<file path="src/rtl/joy_serial_scan.sv">
// rtl/joy_serial_scan.sv - serial joystick scanner for a 74HC165 shift chain
//
// Purpose: pulses a parallel load into an external 74HC165 chain, clocks out
// NUM_PLAYERS*BITS_PER_PLAYER bits, and latches them as active-high per-player
// button words. Frames repeat after FRAME_GAP idle ticks while enable is high.
//
// Ports:
//   clk          system clock
//   reset_n      synchronous reset, active low
//   enable       scanning enabled; dropping it aborts the current frame
//   joy_load     parallel-load strobe to the chain, active low
//   joy_clk      shift clock to the chain, data shifts on its rising edge
//   joy_data     serial data from the chain, active low (0 = pressed)
//   joystick     player p in [16p+15:16p], active high
//   frame_valid  one-clk pulse in the cycle joystick is (re)latched
//
// Optional macro JOY_SERIAL_SCAN_DEBOUNCE_EN: a frame is committed only when
// it matches the previous frame's raw data.

module joy_serial_scan #(
    parameter int NUM_PLAYERS     = 2,
    parameter int BITS_PER_PLAYER = 12,
    parameter int CLK_DIV         = 48,
    parameter int FRAME_GAP       = 1000
) (
    input  logic                      clk,
    input  logic                      reset_n,
    input  logic                      enable,
    output logic                      joy_load,
    output logic                      joy_clk,
    input  logic                      joy_data,
    output logic [16*NUM_PLAYERS-1:0] joystick,
    output logic                      frame_valid
);

    localparam int N  = NUM_PLAYERS * BITS_PER_PLAYER;
    localparam int DW = $clog2(CLK_DIV);
    localparam int KW = (N > 1) ? $clog2(N) : 1;
    localparam int GW = $clog2(FRAME_GAP + 1);

    typedef enum logic [2:0] {
        IDLE  = 3'd0,
        LOAD  = 3'd1,
        SLOW  = 3'd2,
        SHIGH = 3'd3,
        LATCH = 3'd4,
        GAP   = 3'd5
    } state_t;

    state_t                  state;
    state_t                  nxt;
    logic [DW-1:0]           div;
    logic [KW-1:0]           k;
    logic [GW-1:0]           gap_cnt;
    logic [N-1:0]            shreg;
    logic [1:0]              sync;
    logic [16*NUM_PLAYERS-1:0] mapped;
    logic                    tick;
    logic                    last_bit;
    logic                    gap_done;

`ifdef JOY_SERIAL_SCAN_DEBOUNCE_EN
    logic [N-1:0]            prev;
    logic                    prev_valid;
`endif

    assign tick     = (state != IDLE) && (div == DW'(CLK_DIV - 1));
    assign last_bit = (k == KW'(N - 1));
    assign gap_done = (gap_cnt == GW'(FRAME_GAP - 1));

    // Stream bit p*B+b lands in player p bit b, inverted to active high;
    // bits above BITS_PER_PLAYER stay 0.
    always_comb begin
        mapped = '0;
        for (int p = 0; p < NUM_PLAYERS; p++) begin
            for (int b = 0; b < BITS_PER_PLAYER; b++) begin
                mapped[16*p + b] = ~shreg[p*BITS_PER_PLAYER + b];
            end
        end
    end

    always_comb begin
        nxt = state;
        case (state)
            IDLE:    if (enable) nxt = LOAD;
            LOAD:    if (tick) nxt = SLOW;
            SLOW:    if (tick) nxt = SHIGH;
            SHIGH:   if (tick) nxt = last_bit ? LATCH : SLOW;
            LATCH:   nxt = GAP;
            GAP:     if (tick && gap_done) nxt = LOAD;
            default: nxt = IDLE;
        endcase
        if (!enable) nxt = IDLE;
    end

    always_ff @(posedge clk) begin
        if (!reset_n) begin
            state       <= IDLE;
            div         <= '0;
            k           <= '0;
            gap_cnt     <= '0;
            shreg       <= '0;
            sync        <= 2'b11;
            joy_load    <= 1'b1;
            joy_clk     <= 1'b0;
            joystick    <= '0;
            frame_valid <= 1'b0;
`ifdef JOY_SERIAL_SCAN_DEBOUNCE_EN
            prev        <= '0;
            prev_valid  <= 1'b0;
`endif
        end else begin
            state <= nxt;
            sync  <= {sync[0], joy_data};

            // Strobes are registered from the next state so they are
            // glitch-free and line up exactly with the state they belong to.
            joy_load    <= (nxt != LOAD);
            joy_clk     <= (nxt == SHIGH);
            frame_valid <= (nxt == LATCH);

            // LATCH is a single clk outside the tick grid, so the divider is
            // held there and GAP starts on a fresh tick boundary.
            if (state == IDLE || nxt == IDLE || state == LATCH || tick)
                div <= '0;
            else
                div <= div + 1'b1;

            if (nxt == IDLE || state == LATCH)
                k <= '0;
            else if (state == SHIGH && tick && !last_bit)
                k <= k + 1'b1;

            if (state == SLOW && tick)
                shreg[k] <= sync[1];

            if (state != GAP)
                gap_cnt <= '0;
            else if (tick)
                gap_cnt <= gap_cnt + 1'b1;

            // The last bit was sampled on the final SLOW tick, so shreg is
            // complete on the edge that enters LATCH.
`ifdef JOY_SERIAL_SCAN_DEBOUNCE_EN
            if (nxt == IDLE)
                prev_valid <= 1'b0;
            if (nxt == LATCH) begin
                prev       <= shreg;
                prev_valid <= 1'b1;
                if (prev_valid && prev == shreg)
                    joystick <= mapped;
            end
`else
            if (nxt == LATCH)
                joystick <= mapped;
`endif
        end
    end

endmodule

</file>
<file path="config.mk">
export PLATFORM = sky130hd
export DESIGN_NAME = joy_serial_scan
export DESIGN_NICKNAME = d
export VERILOG_FILES = /design/src/rtl/joy_serial_scan.sv
export SDC_FILE = /design/constraint.sdc
export NUM_CORES = 1
export LEC_CHECK = 0
export BUFFER_PORTS_ARGS = -buffer_cell sky130_fd_sc_hd__buf_4
export CAP_MARGIN = 10
export CORE_MARGIN = 1
export CORE_UTILIZATION = 45
export CTS_BUF_LIST = sky130_fd_sc_hd__clkbuf_16
export CTS_CLUSTER_SIZE = 12
export DETAILED_ROUTE_END_ITERATION = 16
export PLACE_DENSITY_LB_ADDON = 0.15
export RECOVER_POWER = 50
export SLEW_MARGIN = 30
export SYNTH_ARGS = -nofsm -noshare
export SYNTH_HDL_FRONTEND = slang
export SYNTH_SLANG_ARGS = --single-unit
</file>
<file path="constraint.sdc">
create_clock -name clk -period 2.86 [get_ports clk]
set_clock_uncertainty 0.2 [all_clocks]
set_input_delay 0 -clock clk [delete_from_list [all_inputs] [get_ports clk]]
set_output_delay 0 -clock clk [all_outputs]
set_load 0.02 [all_outputs]
</file>
==> results of run 1 <==
[cells by family (layout without fill, tap and decap cells)]
logic type               count (synthesis)  in the layout  share of synthesized area
flip-flops                              77             77                     0.4868
XOR/XNOR                                13             13                    0.03595
multiplexers                             2              2                   0.006322
other                                    1              8                   0.001184
AO/OA/AOI/OAI                           66             66                     0.1438
buffers and inverters                   37             60                    0.05848
adder cells (fa/ha/maj)                  6              6                    0.02371
AND/OR/NAND/NOR                        157            157                     0.2438
[worst paths after layout]
check	cells past startpoint	from	slack (ns)	end
max reg2reg	6	k[0]	0.51	joy_load
max	4	reset_n	0.48	shreg[10]
min reg2reg	1	sync[0]	0.21	sync[1]
min	1	sync[0]	0.21	sync[1]
[cells in the mapped netlist, types with 4 or more instances]
cell type	n	area, µm²
nand2b_1	4	25.02
clkbuf_1	8	30.03
nor3_1	10	50.05
or3_1	7	43.79
o211a_1	20	200.2
ha_1	6	75.07
buf_2	11	55.05
nor2_1	25	93.84
nand2_1	34	127.6
inv_1	7	26.28
o21ai_0	31	155.2
xnor2_1	11	96.34
a21boi_0	5	37.54
a21oi_1	4	20.02
nand3_1	54	270.3
buf_4	8	60.06
nand4_1	6	37.54
dfxtp_1	77	1541
[registers in the layout (all words and copies together), names as in the netlist]
| signal | count |
|---|---|
| gap_cnt | 10 |
| state | 3 |
| joy_clk | 1 |
| shreg | 24 |
| div | 6 |
| sync | 2 |
| joystick | 24 |
| frame_valid | 1 |
| k | 5 |
| joy_load | 1 |
[final cells by class]
class,instances,area (µm²)
Fill cell,661,3133
Clock buffer,9,225.2
Multi-Input combinational cell,252,1466
Timing Repair Buffer,37,183.9
Sequential cell,77,1541
Tap cell,96,120.1
Inverter,7,26.28
Clock inverter,7,97.59
[power breakdown]
group | internal (mW) | switching, mW
Clock | 0.767 | 0.449
Combinational | 0.0109 | 0.0346
Sequential | 1.08 | 0.00267
[critical path: stages]
cell and delay [ns]:
dlygate4sd3_1 0.53, clkbuf_2 0.81, nand2_1 0.71, o21ai_0 0.35
[timing repair]
item | CTS | global route
hold endpoints to repair | 39 | 0
setup buffers | 0 | 0
hold buffers | 4 | 0
[metrics by stage]
| step | power (mW) | utilization | std cells |
|---|---|---|---|
| detailed placement | 1.144 | 0.5007 | 465 |
| floorplan | 1.142 | - | 366 |
| CTS | 2.362 | 0.5541 | 485 |
| global route | 2.413 | 0.5389 | 485 |
| finish | 2.339 | 0.5389 | 485 |
| global placement | 1.145 | 0.5007 | 465 |
[per-layer routing]
metal	vias to the layer above	track usage	routed length, µm
met2	54	0.2583	2665
met3	13	0.03369	216
li1	1299	-	-
met1	1138	0.2464	3160
met5	-	0	0
met4	0	0.1015	161
==> flow_summary.yaml, run 1 <==
outcome:
  status: "complete, no violations"
timing:
  rsz0062_at_grt: "no"
  finalCriticalPeriod_ns: 2.385
  drv_slew: 0
  fmax_mhz: 419.3
  slew_headroom: 0.2761
  finalCritPeriodShare: 0.8338
  setup_tns_ns: 0
  holdWs_ns: 0.2097
  worst_slack_ns: 0.4752
  finalSetupViolCount: 0
  hold_violations: 0
  tightest_slew_ns: 1.086
placed_design:
  hpwlAfterDp_mm: 3.903
  preCtsSetupSlack_ns: 0.5270
  io_buffers: 30
  gp_congestion: 0.8303
  placed_area_um2: 3402
min_path:
  hold_path.class: "register to register"
synthesis:
  netlist_instances: 359
  yosys_most_used_dff: "dfxtp_1"
  ys_types: 40
  syn-cell-area_um2: 3167
  ys_seq_area_frac: 0.4868
  synth_edf_count: 0
  synth.ff_latch_count: 77
  yosysWarnings: 0
  async_reset_ff_frac: 0
  syn_area_per_cell_um2: 8.821
setup_path:
  critical_path_class: "input pin to register"
  worstPathArrival_ns: 2.43
  startpoint_type: "input pin"
  worstPathRequired_ns: 2.91
  crit_fanout: 58
  endpoint_kind: "register"
clock_network:
  cts_tree: "done"
  cts_made_buffers: 9
  clk_pin_slew_ns: 0.06
  clk_latency_ns: 0.33
  cts.sinks: 77
  cts_buffer_depth: 2
  clock-root-buffer: "clkbuf_16"
  cts_resized: 0
  h-tree-depth: 3
final_layout:
  areaGrowthSynthToFinish_pct: 15.61
  postLayoutCellArea_um2: 3661
  drive_gt1_frac: 0.05913
  fin_nets: 394
  layout_commonest_cell: "dfxtp_1"
  final_cell_mix: "77 x dfxtp_1, 54 x nand3_1, 34 x nand2_1"
  diodes: 0
route:
  vias_per_cell: 5.163
  drt_first_pass_iters: 4
  dr.first_iter.drc_count: 130
  wl_mm: 6.204
  via_count: 2504
  drc_errors: 0
  wl_per_cell_um: 12.79
  final_antenna_net_count: 0
global_route:
  grt_pass1_wl_mm: 10.32
  antenna_found_initial: 0
  grt_usage: 0.1777
  grt_pass1_vias: 2226
  grt_overflow_total: 0
  grt_max_degree: 59
pwr:
  leakage_nw: 1.447
  p_per_area_nw_per_um2: 639.0
  peakVddDrop_mv: 0.3275
floorplan:
  dieWidth_um: 85.89
  dieArea_um2: 7377
  ios: 39
  initial_core_util: 0.4661
  die_y_um: 85.89
  coreArea_um2: 6794
  rows: 30
run:
  drv_cap: 0
(Power assumes the default switching activity.)
==> run 2: changes to the inputs <==
==> constraint.sdc (replaced) <==
create_clock -name clk -period 2.45 [get_ports clk]
set_clock_uncertainty 0.2 [all_clocks]
set_input_delay 0 -clock clk [delete_from_list [all_inputs] [get_ports clk]]
set_output_delay 0 -clock clk [all_outputs]
set_load 0.02 [all_outputs]
==> flow_summary.yaml, run 2 (synthesized netlist as in run 1, its figures left out) <==
placed_design:
  io_buffers: 30
  gp_congestion: 0.8170
  hpwlAfterDp_mm: 4.063
floorplan:
  die_y_um: 85.89
  dieArea_um2: 7377
  dieWidth_um: 85.89
  rows: 30
  initial_core_util: 0.4661
  ios: 39
  coreArea_um2: 6794
route:
  via_count: 2533
  wl_per_cell_um: 12.76
  wl_mm: 6.251
  dr.first_iter.drc_count: 164
  drc_errors: 0
  drt_first_pass_iters: 5
  final_antenna_net_count: 0
  vias_per_cell: 5.169
final_layout:
  areaGrowthSynthToFinish_pct: 16.63
  diodes: 0
  drive_gt1_frac: 0.06853
  layout_commonest_cell: "dfxtp_1"
  fin_nets: 400
  top_regs: "joystick (24), shreg (24), gap_cnt (10)"
  fill_cells: 670
  final_cell_mix: "77 x dfxtp_1, 54 x nand3_1, 34 x nand2_1"
pwr:
  peakVddDrop_mv: 0.3689
  leakage_nw: 1.466
  p_per_area_nw_per_um2: 730.5
  finalPower_mw: 2.698
setup_path:
  endpoint_kind: "register"
  crit_fanout: 7
  worstPathRequired_ns: 2.45
  worstPathArrival_ns: 2.14
  critical_path_class: "register to register"
  path_cells: "ha_1 -> nand3_1 -> or4_1 -> nor3_1 -> xnor2_1 -> nor2_1"
  critPathTopFamily: "simple AND/OR/NAND/NOR gates"
  slowest_stage: "or4_1"
  crit_buf_inv: 0
  startpoint_type: "register"
  cpPeakStageDelay_ns: 0.64
timing:
  setup_tns_ns: 0
  drv_slew: 0
  fmax_mhz: 466.9
  tightest_slew_ns: 0.6379
  hold_violations: 0
  finalCritPeriodShare: 0.8741
  finalSetupViolCount: 0
  rsz0062_at_grt: "no"
  holdWs_ns: 0.2135
  finalCriticalPeriod_ns: 2.142
  slew_headroom: 0.5737
clock_network:
  cts_resized: 0
  cts_tree: "done"
  cts_buffer_depth: 2
  cts_made_buffers: 9
  clock-root-buffer: "clkbuf_16"
  cts.sinks: 77
  clk_pin_slew_ns: 0.06
  clk_latency_ns: 0.33
  h-tree-depth: 3
run:
  drv_cap: 0
global_route:
  grt_overflow_total: 0
  grt_max_degree: 41
  grt_pass1_vias: 2302
  grt_usage: 0.1861
  grt_pass1_wl_mm: 10.76
  antenna_found_initial: 0
outcome:
  status: "complete, no violations"
min_path:
  hold_path.class: "register to register"
[run 2: changes by cell type in the layout (fill, tap and decap cells not counted), sizes merged]
| cell | change |
|---|---|
| clkinvlp | +1 |
| inv | -1 |
| clkinv | -1 |
| buf | +6 |
[run 2: power by group]
group,switching (mW),internal [mW],total [mW]
Combinational,0.0409,0.0142,0.0551
Sequential,0.00300,1.26,1.26
Clock,0.499,0.885,1.38
[run 2: final timing paths]
check	startpoint	end	slack [ns]	cells past startpoint
max reg2reg	div[0]	gap_cnt[8]	0.31	6
max	div[0]	gap_cnt[8]	0.31	6
min	sync[0]	sync[1]	0.21	1
min reg2reg	sync[0]	sync[1]	0.21	1
[run 2: final cells by class]
type | count | area, µm² | area share
Timing Repair Buffer | 43 | 227.7 | 0.06165
Clock inverter | 6 | 88.84 | 0.02405
Inverter | 7 | 26.28 | 0.007114
Tap cell | 96 | 120.1 | 0.03252
Clock buffer | 9 | 225.2 | 0.06098
Sequential cell | 77 | 1541 | 0.4173
Multi-Input combinational cell | 252 | 1464 | 0.3963
[run 2: timing repair]
| action | in CTS | in global routing |
|---|---|---|
| hold buffers | 4 | 0 |
| endpoints found under the setup margin | 0 | 0 |
| hold endpoints to repair | 28 | 0 |
| buffers inserted | 0 | 0 |
[run 2: metal layers]
layer	track usage	wire length [µm]	share of wire	vias up
met5	0	0	0	-
met1	0.2446	3163	0.51	1161
li1	-	-	-	1309
met3	0.03754	242	0.039	7
met4	0.1000	114	0.018	0
met2	0.2879	2732	0.44	56
[run 2: per-stage QoR]
step	area, µm²	util	setup WS, ns	std cells
floorplan	3193	-	0.3832	366
global placement	3447	0.5074	0.3872	471
detailed placement	3447	0.5074	0.3109	471
CTS	3801	0.5595	0.3034	490
global route	3694	0.5436	0.08257	490
finish	3694	0.5436	0.3084	490
